**config.mk**
```make
export PLATFORM = sky130hd
export DESIGN_NAME = box_scanner
export DESIGN_NICKNAME = d
export VERILOG_FILES = /design/src/rtl/game_pkg.sv /design/src/rtl/key_debounce.sv /design/src/rtl/box_scanner.sv
export SDC_FILE = /design/constraint.sdc
export NUM_CORES = 1
export LEC_CHECK = 0
export CAP_MARGIN = 25
export CORE_ASPECT_RATIO = 1.5
export CORE_MARGIN = 3
export CORE_UTILIZATION = 58
export DETAILED_ROUTE_END_ITERATION = 12
export HOLD_SLACK_MARGIN = 0.08
export PLACE_DENSITY = 0.78
export SLEW_MARGIN = 15
export SYNTH_ARGS = -nofsm -noshare
export SYNTH_HDL_FRONTEND = slang
export SYNTH_HIERARCHICAL = 1
export SYNTH_SLANG_ARGS = --single-unit
```
**constraint.sdc**
```tcl
create_clock -name clk -period 4.77 [get_ports clk]
set_input_delay 1.431 -clock clk [delete_from_list [all_inputs] [get_ports clk]]
set_output_delay 1.431 -clock clk [all_outputs]
set_load 0.02 [all_outputs]
```
**src/rtl/game_pkg.sv**
```systemverilog
// Shared game definitions: board geometry, key indexing and controller state encodings.
package game_pkg;

    localparam int unsigned NUM_KEYS = 9;
    localparam int unsigned ROWS     = 3;
    localparam int unsigned COLS     = 3;

    // Game controller state encodings, shared with the controller.
    typedef enum logic [1:0] {
        INIT   = 2'd0,
        PLAY   = 2'd1,
        FINISH = 2'd2
    } game_state_e;

    // Currently driven matrix column.
    typedef enum logic [1:0] {
        COL0 = 2'd0,
        COL1 = 2'd1,
        COL2 = 2'd2
    } col_e;

    // Flat key index of a matrix position.
    function automatic int unsigned key_idx(input int unsigned row, input int unsigned col);
        return row * COLS + col;
    endfunction

endpackage

```
**src/rtl/key_debounce.sv**
```systemverilog
// Single-key debouncer: the stable state flips only after DEB_SCANS consecutive
// disagreeing samples; samples are taken only on the sample strobe.
module key_debounce
    import game_pkg::*;
#(
    parameter int unsigned DEB_SCANS = 4
) (
    input  logic clk,
    input  logic rst_n,
    input  logic sample,
    input  logic raw,
    output logic stable,
    output logic flip_c
);

    localparam int unsigned CW = (DEB_SCANS > 1) ? $clog2(DEB_SCANS) : 1;

    logic [CW-1:0] cnt_q;
    logic [CW-1:0] cnt_d;
    logic          stable_d;

    // Next counter / stable state; flip_c flags the edge on which stable changes.
    always_comb begin
        cnt_d    = cnt_q;
        stable_d = stable;
        flip_c   = 1'b0;
        if (sample) begin
            if (raw == stable) begin
                cnt_d = '0;
            end else if (cnt_q == CW'(DEB_SCANS - 1)) begin
                stable_d = raw;
                cnt_d    = '0;
                flip_c   = 1'b1;
            end else begin
                cnt_d = cnt_q + CW'(1);
            end
        end
    end

    // Debounce state register.
    always_ff @(posedge clk or negedge rst_n) begin
        if (!rst_n) begin
            cnt_q  <= '0;
            stable <= 1'b0;
        end else begin
            cnt_q  <= cnt_d;
            stable <= stable_d;
        end
    end

endmodule

```
**src/rtl/box_scanner.sv**
```systemverilog
// 3x3 active-low key matrix scanner with per-key debounce, producing the level-held
// box vector for the game controller. Optional macro BOX_ONEHOT_EN reports only the
// lowest-indexed pressed key.
module box_scanner
    import game_pkg::*;
#(
    parameter int unsigned SCAN_DIV  = 100000,
    parameter int unsigned DEB_SCANS = 4
) (
    input  logic                clk,
    input  logic                rst_n,
    input  logic                en,
    input  logic [ROWS-1:0]     row_n,
    output logic [COLS-1:0]     col_n,
    output logic [NUM_KEYS-1:0] box,
    output logic                box_change,
    output logic                frame_done
);

    localparam int unsigned DW = $clog2(SCAN_DIV);

    logic [ROWS-1:0]     row_meta;
    logic [ROWS-1:0]     row_sync;

    logic [DW-1:0]       div_q;
    logic [DW-1:0]       div_d;
    col_e                col_q;
    col_e                col_d;
    logic [COLS-1:0]     col_n_d;
    logic                frame_done_d;
    logic                sample_c;
    logic [COLS-1:0]     col_sel_c;

    logic [NUM_KEYS-1:0] deb_vec;
    logic [NUM_KEYS-1:0] flip_vec;
    logic [NUM_KEYS-1:0] deb_next_c;
    logic [NUM_KEYS-1:0] box_d;

    // Two-flop synchroniser for the asynchronous row inputs.
    always_ff @(posedge clk or negedge rst_n) begin
        if (!rst_n) begin
            row_meta <= '1;
            row_sync <= '1;
        end else begin
            row_meta <= row_n;
            row_sync <= row_meta;
        end
    end

    // Column FSM and divider state register.
    always_ff @(posedge clk or negedge rst_n) begin
        if (!rst_n) begin
            col_q      <= COL0;
            div_q      <= '0;
            col_n      <= 3'b110;
            frame_done <= 1'b0;
        end else begin
            col_q      <= col_d;
            div_q      <= div_d;
            col_n      <= col_n_d;
            frame_done <= frame_done_d;
        end
    end

    // Divider, column advance and sample strobe; disabled scanning parks at column 0.
    always_comb begin
        div_d        = div_q;
        col_d        = col_q;
        sample_c     = 1'b0;
        frame_done_d = 1'b0;
        if (!en) begin
            div_d = '0;
            col_d = COL0;
        end else if (div_q == DW'(SCAN_DIV - 1)) begin
            sample_c     = 1'b1;
            div_d        = '0;
            frame_done_d = (col_q == COL2);
            case (col_q)
                COL0:    col_d = COL1;
                COL1:    col_d = COL2;
                default: col_d = COL0;
            endcase
        end else begin
            div_d = div_q + DW'(1);
        end
        col_n_d = en ? ~(3'b001 << col_d) : 3'b111;
    end

    // One-hot select of the column currently being sampled.
    assign col_sel_c = 3'b001 << col_q;

    for (genvar r = 0; r < ROWS; r++) begin : g_row
        for (genvar c = 0; c < COLS; c++) begin : g_col
            localparam int unsigned K = key_idx(r, c);
            key_debounce #(
                .DEB_SCANS (DEB_SCANS)
            ) u_deb (
                .clk    (clk),
                .rst_n  (rst_n),
                .sample (sample_c & col_sel_c[c]),
                .raw    (~row_sync[r]),
                .stable (deb_vec[K]),
                .flip_c (flip_vec[K])
            );
        end
    end

    // Debounced vector as it will be after this edge, so box lands with the flip.
    assign deb_next_c = deb_vec ^ flip_vec;

`ifdef BOX_ONEHOT_EN
    // Report only the lowest-indexed pressed key.
    assign box_d = deb_next_c & (~deb_next_c + NUM_KEYS'(1));
`else
    assign box_d = deb_next_c;
`endif

    // Output box register with its single-cycle change strobe.
    always_ff @(posedge clk or negedge rst_n) begin
        if (!rst_n) begin
            box        <= '0;
            box_change <= 1'b0;
        end else begin
            box        <= box_d;
            box_change <= (box_d != box);
        end
    end

endmodule

```
After elaboration in Yosys (flattened, before gate mapping)
Cells that the tools add are included.
{"block": "totals", "ff_bits": 66, "latch_bits": 0, "mem_bits_rw": 0, "mem_bits_ro": 0, "input_bits": 6, "out_inout_bits": 14, "wordCells": 142, "memories": 0}
{"block": "op_classes", "n_addsub": 10, "multipliers": 0, "div_mod_pow": 0, "magnitude_cmp": 0, "n_eq_ne": 22, "shifts": 2, "mux": 55, "bitwise_logic": 17, "n_reduce_logical": 10}
{"op": "$mux W2", "n": 20}
{"op": "$mux W17", "n": 2}
{"op": "$mux W1", "n": 31}
{"op": "$reduce_and A3 Y1", "n": 9}
{"op": "$eq A2 B2 Y1 const B", "n": 10}
{"op": "$add A2 B1 Y2 const B", "n": 9}
{"op": "$add A17 B1 Y17 const B", "n": 1}
{"op": "$eq A17 B17 Y1 const B", "n": 1}
{"op": "$not A1 Y1", "n": 12}
{"op": "$eq A1 B1 Y1", "n": 9}
{"op": "$ne A9 B9 Y1", "n": 1}
{"op": "$xor A9 B9 Y9", "n": 1}
{"op": "$shl A1 B2 Y3 const A", "n": 2}
{"op": "$pmux W2 S2", "n": 1}
{"op": "$and A1 B1 Y1", "n": 3}
{"op": "$mux W3", "n": 1}
{"op": "$not A3 Y3", "n": 1}
{"op": "$eq A2 B1 Y1 const B", "n": 1}
{"op": "$logic_not A2 Y1", "n": 1}

Longest topological paths before layout
Gate-level depths: netlist of run 1.
{"block": "depth", "ltp_word": 7, "ltp_mapped": 11, "ltp_nobuf": 10}

By module
The synthesis of run 1 kept the hierarchy.
{"module": "box_scanner", "n_inst": 1, "cells_per_inst": 154, "area_each_um2": 1750.4, "seq_area_each_um2": 985.9}
{"module": "key_debounce", "n_inst": 9, "cells_per_inst": 14, "area_each_um2": 147.6, "seq_area_each_um2": 75.1}

Least setup slack after synthesis of run 1
No wires, ideal clock.
{"block": "synth_timing", "path_kind": "in2reg", "from": "input en", "to": "register box_change", "setup_time_ns": 0.134, "t_arrival_ns": 3.516, "required_time_ns": 4.636, "setup_slack_ns": 1.120, "path_stages": 7, "path_buffers": 0, "cell_sequence": "nor4b_1 > nand2_1 > nor2_1 > xor2_1 > xor2_1 > nor4_1 > nand4_1"}
{"block": "synth_via", "elab_chain_cells": 5, "word_cells_on_any_way": 15, "cone_classes": "eq/ne: 1; mux: 10; bitwise: 4"}
{"item": "start, declared", "line": "box_scanner.sv:12", "source": "input logic en,"}
{"item": "$mux W1", "line": "box_scanner.sv:71", "source": "if (!en) begin"}
{"item": "$and A1 B1 Y1", "line": "box_scanner.sv:100", "source": ".sample (sample_c & col_sel_c[c]),"}
{"item": "$mux W1", "line": "key_debounce.sv:27", "source": "if (sample) begin"}
{"item": "net flip_vec[6]", "line": "box_scanner.sv:35", "source": "logic [NUM_KEYS-1:0] flip_vec;"}
{"item": "$xor A9 B9 Y9", "line": "box_scanner.sv:109", "source": "assign deb_next_c = deb_vec ^ flip_vec;"}
{"item": "net box_d[6]", "line": "box_scanner.sv:37", "source": "logic [NUM_KEYS-1:0] box_d;"}
{"item": "$ne A9 B9 Y1", "line": "box_scanner.sv:125", "source": "box_change <= (box_d != box);"}
{"item": "end signal, assigned", "line": "box_scanner.sv:125"}
{"item": "end, declared", "line": "box_scanner.sv:16", "source": "output logic box_change,"}
The timed path passes the listed nets, and every way through them passes these cells.
A chain may end at the register's enable or synchronous reset.

Final worst setup path of run 1
Same ends and word-level chain as after synthesis.

==> results of run 1 <==
==> per-stage QoR <==
step	hold WS (ps)	power (µW)	cell area, µm²	worst slack (ps)
finish	358	1080	3560	1410
global route	358	1130	3560	995
detailed placement	348	624	3350	1040
global placement	345	622	3350	1150
CTS	358	1100	3560	1400
floorplan	345	602	3080	1120
==> worst max-delay path: stages <==
cell and delay [ps]:
clkdlybuf4s50_1 670, nand2_1 90, nor3_1 200, buf_4 240, nand2_1 90, nor2_1 110
xor2_1 230, xor2_1 100, nor4_1 290, nand4_1 120
==> logic make-up after synthesis <==
family | synth area share, %
simple gates | 17.4
xor+xnor | 11.1
mux | 3.98
buf+inv | 3.82
flops | 54.0
compound gates | 5.69
fa+ha+maj | 4.06
==> power groups by stage <==
stage / logic [µW] / clock network, µW / registers [µW]
after floorplan: 17.9 / 0 / 584
after CTS: 39.9 / 485 / 574
final: 38.6 / 472 / 574
after detailed placement: 39.7 / 0 / 584
after global routing: 44.4 / 509 / 574
after global placement: 38.0 / 0 / 584
==> registers in the layout, summed over array words and instances (netlist names) <==
| name | count |
|---|---|
| div_q | 17 |
| g_row.g_col.u_deb/stable | 9 |
| box_change | 1 |
| row_meta | 3 |
| box | 9 |
| col_q | 2 |
| frame_done | 1 |
| row_sync | 3 |
| g_row.g_col.u_deb/cnt_q | 18 |
| col_n | 3 |
==> cells in the mapped netlist <==
cell	count	area share, %
nand3_1	6	0.98
or4_1	2	0.49
nand2_1	24	2.9
nor2b_1	1	0.20
ha_1	10	4.1
buf_4	2	0.49
o31ai_1	2	0.49
nor3_1	4	0.65
a21bo_1	1	0.33
buf_1	1	0.12
nor2_1	22	2.7
and3_2	1	0.24
mux2_1	1	0.37
a21boi_1	1	0.24
xnor2_1	18	5.1
and4_4	1	0.37
buf_2	1	0.16
o21ai_0	2	0.33
nand3b_1	3	0.73
or2_2	1	0.20
mux2i_1	1	0.33
mux2_2	9	3.3
dfrtp_1	58	47
inv_1	23	2.8
or3b_1	10	2.8
a21oi_1	4	0.65
nor4bb_1	2	0.65
dfstp_2	8	6.8
clkbuf_1	2	0.24
and3_1	3	0.61
and2_1	3	0.61
nor4_1	2	0.41
nor4b_1	1	0.28
xor2_1	21	6.0
or3_1	2	0.41
o22ai_1	18	3.7
nand4_1	8	1.6
nor4b_2	1	0.49
==> worst max-delay path by stage <==
stage,start,end,depth (start not counted)
detailed placement,en,box_change,10
floorplan,en,box_change,7
finish,en,box_change,10
CTS,en,box_change,10
global placement,en,box_change,10
global route,en,box_change,10
==> routing by layer <==
metal  part of all wire [%]  up-vias  track usage, %
met4                    1.9        0            9.00
li1                       -     1016               -
met2                     54       32            34.9
met5                      0        -               0
met3                    2.5       10            4.72
met1                     42      986            21.6
==> layout make-up <==
class                           count  area (µm²)  area share, %
Multi-Input combinational cell    185        1310           36.7
Timing Repair Buffer               23         215           6.05
Tap cell                           66        82.6           2.32
Clock inverter                      5        52.6           1.48
Clock buffer                       11         151           4.26
Inverter                           23        86.3           2.43
Sequential cell                    66        1660           46.7
==> PnR_summary.wiki, run 1 <==
{| class="wikitable"
! Metric !! Value
|-
| Clock Pin Slew Worst Setup and Hold Paths || 70 ps
|-
| Launch instance of the worst min-delay path || row_meta[1]
|-
| Routed vias || 2044
|-
| Count of buffers from port buffering || 19
|-
| Share of cells above drive strength 1 || 13.7%
|-
| TNS Setup || 0 ps
|-
| Yosys warnings || 6
|-
| Top library cells by usage in the layout, fill and taps aside || 58 x dfrtp_1, 24 x nand2_1, 23 x inv_1, 22 x nor2_1, 21 x xor2_1
|-
| Vias in the first global route || 2101
|-
| Post-Synthesis Net Count || 296
|-
| Finished Core Util || 71.6%
|-
| Setup violators final || 0
|-
| Highest clock frequency the design can meet || 297 MHz
|-
| Pin count of the biggest net entering global routing || 42
|-
| Number of placed instances with taps included || 363
|-
| # Post-CTS Setup Buffers || 0
|-
| Min cycle time layout || 3360 ps
|-
| FF+latch count, synth || 66
|-
| Internal cell power || 849 µW
|-
| Die Width || 65.5 µm
|-
| Starting utilization of the core area || 62.0%
|-
| Type of the worst setup path || in2reg
|-
| Number of filler instances in the final layout || 395
|-
| Worst IR drop on VDD || 0.000215 V
|-
| Placer's final routability congestion estimate || 0.792
|-
| Startpoint types || input port
|-
| Clk sink count || 66
|-
| Htree depth || 3
|-
| TritonCTS clock tree || built
|-
| Post-cts resize count || 0
|-
| DRC Markers || 0
|-
| Number of slew-limit violations in the final report || 0
|-
| Core area || 4960 µm²
|-
| End point of the most critical hold path || row_sync[1]
|-
| Path type of the worst min-delay path || reg2reg
|-
| Tcrit/Tclk final || 70.5%
|-
| Areal power density over the cells || 305 nW/µm²
|-
| P_leak || 0.00167 µW
|-
| Run status || completed
|-
| Hold-fix buffers at CTS || 0
|-
| Max Cap Viol || 0
|-
| Number of standard cells in the final layout excluding fillers || 379
|-
| Net Sw Frac || 21.7%
|-
| Final hold violation count || 0
|-
| Worst setup EP type || flip-flop
|-
| Portion of total power attributed to the clock network || 43.5%
|-
| Area growth from synthesis to layout || 15.5%
|-
| Post-synthesis instance total || 280
|-
| Max Buffers Root-to-Sink || 2
|-
| Std-Cell Rows || 31
|-
| Antenna fix cells || 0
|-
| Reg-to-reg setup timing slack || 1670 ps
|-
| Yosys cell types || 38
|-
| Number of antenna-violating nets in the routed design || 0
|-
| Gate power share || 3.6%
|-
| Synthesized area || 3080 µm²
|-
| Clock buffers created by TritonCTS || 9
|-
| Largest clock skew in the final design || 8.30 ps
|-
| Die ar. || 6240 µm²
|-
| Sequential share of the synthesized area || 54.0%
|-
| Global-route wire length before repair || 9170 µm
|-
| End of the worst register-to-register path || box_change
|-
| Drt wl/cell || 14.0 µm
|-
| Hpwl dp || 3830 µm
|-
| Vias per cell || 5.39
|-
| Number of placed I/O pins || 20
|-
| Aggregate routed wire length || 5290 µm
|-
| Synthesized area divided by synthesized cell count || 11.0 µm²
|-
| Detailed router's first-iteration violation count || 77
|-
| Highest fanout seen on the critical path || 14
|-
| Actual slew at the worst max-slew pin || 880 ps
|-
| Total number of nets in the final design || 324
|-
| Worst reg2reg path startpoint || div_q[0]
|-
| Data required, critical path || 4980 ps
|-
| Global routing usage summed across all routing layers || 19.5%
|-
| Worst-skew pair later-pin latency || 340 ps
|-
| Root cell of the clock tree || clkbuf_8
|-
| Setup repair after global routing missed its margin || no
|-
| Switching Power || 235 µW
|-
| Congestion Overflow GR || 0
|-
| First-pass iteration count of the detailed router || 4
|-
| Crit path DAT || 3570 ps
|-
| Number of antenna violations at the first check in global routing || 0
|-
| Chip Height || 95.2 µm
|-
| Most frequent standard cell in the layout excluding fill and tap cells || dfrtp_1
|-
| Flop pwr share || 52.9%
|-
| Cell depth of the worst flop-to-flop path || 11
|-
| Worst hold path depth || 0
|-
| Relative slew margins || 41.3%
|}
(Power assumes the default switching activity.)
==> run 2: changes to the inputs <==
--- a/config.mk
+++ b/config.mk
@@ -8,10 +8,10 @@
 export CAP_MARGIN = 25
 export CORE_ASPECT_RATIO = 1.5
 export CORE_MARGIN = 3
-export CORE_UTILIZATION = 58
+export CORE_UTILIZATION = 53
 export DETAILED_ROUTE_END_ITERATION = 12
 export HOLD_SLACK_MARGIN = 0.08
-export PLACE_DENSITY = 0.78
+export PLACE_DENSITY = 0.75
 export SLEW_MARGIN = 15
 export SYNTH_ARGS = -nofsm -noshare
 export SYNTH_HDL_FRONTEND = slang
==> constraint.sdc (replaced) <==
create_clock -name clk -period 3 [get_ports clk]
set_input_delay 0.9 -clock clk [delete_from_list [all_inputs] [get_ports clk]]
set_output_delay 0.9 -clock clk [all_outputs]
set_load 0.02 [all_outputs]
==> PnR_summary.wiki, run 2 (synthesis gave the netlist of run 1 again) <==
{| class="wikitable"
! Metric !! Value
|-
| Run status || completed
|-
| Max Cap Viol || 0
|-
| Count of buffers from port buffering || 19
|-
| Top library cells by usage in the layout, fill and taps aside || 58 x dfrtp_1, 24 x nand2_1, 23 x inv_1, 22 x nor2_1, 21 x xor2_1
|-
| Htree depth || 3
|-
| Die ar. || 6780 µm²
|-
| Number of slew-limit violations in the final report || 0
|-
| Clock buffers created by TritonCTS || 9
|-
| Cell depth of the worst flop-to-flop path || 11
|-
| Std-Cell Rows || 33
|-
| Vias in the first global route || 2149
|-
| Number of antenna-violating nets in the routed design || 0
|-
| Register ranked first by flip-flop count || g_row.g_col.u_deb/cnt_q
|-
| WL met2 || 2830 µm
|-
| Startpoint types || flip-flop
|-
| Chip Height || 99.4 µm
|-
| Total number of nets in the final design || 331
|-
| Worst Slack Setup Final || 289 ps
|-
| Global-route wire length before repair || 9190 µm
|-
| Congestion Overflow GR || 0
|-
| Post-place instance area || 3410 µm²
|-
| Antenna fix cells || 0
|-
| Vias per cell || 5.31
|-
| Final hold violation count || 0
|-
| Max Buffers Root-to-Sink || 2
|-
| Crit path DAT || 2920 ps
|-
| Hpwl dp || 3810 µm
|-
| Global routing usage summed across all routing layers || 18.2%
|-
| Type of the worst setup path || reg2reg
|-
| Final total power || 1700 µW
|-
| Number of placed instances with taps included || 372
|-
| Worst-skew pair later-pin latency || 330 ps
|-
| Most frequent standard cell in the layout excluding fill and tap cells || dfrtp_1
|-
| Worst hold path depth || 0
|-
| Clock Pin Slew Worst Setup and Hold Paths || 70 ps
|-
| Placer's final routability congestion estimate || 0.800
|-
| P_leak || 0.00171 µW
|-
| Pin count of the biggest net entering global routing || 40
|-
| Worst IR drop on VDD || 0.000377 V
|-
| Tcrit/Tclk final || 90.4%
|-
| Max FFs per register || 18
|-
| Number of placed I/O pins || 20
|-
| Die Width || 68.2 µm
|-
| Min cycle time layout || 2710 ps
|-
| Starting utilization of the core area || 55.7%
|-
| Relative slew margins || 57.0%
|-
| Highest clock frequency the design can meet || 369 MHz
|-
| DRC Markers || 0
|-
| Number of standard cells in the final layout excluding fillers || 390
|-
| Routed metal-1 wirelength || 2110 µm
|-
| Largest clock skew in the final design || 5.09 ps
|-
| Data required, critical path || 3210 ps
|-
| Worst setup EP type || flip-flop
|-
| Root cell of the clock tree || clkbuf_8
|-
| Final instance area || 3630 µm²
|-
| Hold-fix buffers at CTS || 0
|-
| Setup repair after global routing missed its margin || no
|-
| Aggregate routed wire length || 5260 µm
|-
| Areal power density over the cells || 467 nW/µm²
|-
| Pre-CTS WS || -18.7 ps
|-
| Detailed router's first-iteration violation count || 72
|-
| First-pass iteration count of the detailed router || 4
|-
| Worst hold slack after final layout || 350 ps
|-
| Reg-to-reg setup timing slack || 290 ps
|-
| Area growth from synthesis to layout || 18.0%
|-
| Regs by FF count || g_row.g_col.u_deb/cnt_q (18), div_q (17)
|-
| TritonCTS clock tree || built
|-
| Drt wl/cell || 13.5 µm
|-
| Core area || 5530 µm²
|-
| Wire length on met3 || 186 µm
|-
| Highest fanout seen on the critical path || 5
|-
| Path type of the worst min-delay path || reg2reg
|-
| Number of antenna violations at the first check in global routing || 0
|-
| Highest signal layer in the routed design || met4
|-
| Setup violators final || 0
|-
| Actual slew at the worst max-slew pin || 645 ps
|-
| Routed vias || 2071
|-
| Clk sink count || 66
|-
| Share of cells above drive strength 1 || 15.9%
|}
[run 2: cell types whose count changed in the layout (fill, tap and decap cells not counted), sizes merged]
cell / previous run / this run
clkinvlp: 1 / 0
clkinv: 3 / 1
clkbuf: 11 / 15
bufinv: 1 / 0
buf: 5 / 12
[run 2: layout make-up]
class	count	area, µm²
clock buffer	15	196
sequential	66	1660
tap	70	87.6
clock inverter	1	5.00
multi-input combinational	185	1320
fill	443	1900
timing repair buffer	30	280
inverter	23	86.3
[run 2: repair_timing]
item,in CTS,in global routing
hold endpoints to repair,0,0
buffers inserted,0,2
endpoints found under the setup margin,0,1
gates resized for setup,0,2
[run 2: critical path: stages (launching register included)]
cell and delay [ps]:
dfrtp_1 390, ha_2 230, and4_4 270, nand4_1 240, nor4b_2 350, buf_4 170
nand2_1 70, nor2_1 110, xor2_1 220, xor2_1 100, nor4_2 310, nand4_1 130
[run 2: per-layer routing]
metal	up-vias	global-route usage [%]
li1	1028	-
met1	996	20.0
met2	36	31.0
met3	11	4.97
met4	0	9.19
met5	-	0
[run 2: through the flow]
stage	setup TNS, ps	util, %
after floorplan	0	-
after global placement	0	61.6
after detailed placement	-18.7	61.6
after CTS	0	65.2
after global routing	0	65.6
final	0	65.6
[run 2: worst paths after layout]
kind,from,end
worst max-delay path,div_q[0],box_change
worst min-delay path,row_meta[0],row_sync[0]
worst max register to register,div_q[0],box_change
worst min register to register,row_meta[0],row_sync[0]
max in group asynchronous,rst_n,row_meta[0]
min in group asynchronous,rst_n,box[3]
[run 2: report_power, final]
part,leakage [µW],switching (µW),internal (µW),total (µW)
Combinational,0.000795,40.1,23.4,63.5
Sequential,0.000809,7.49,906,913
Clock,0.000106,309,412,722
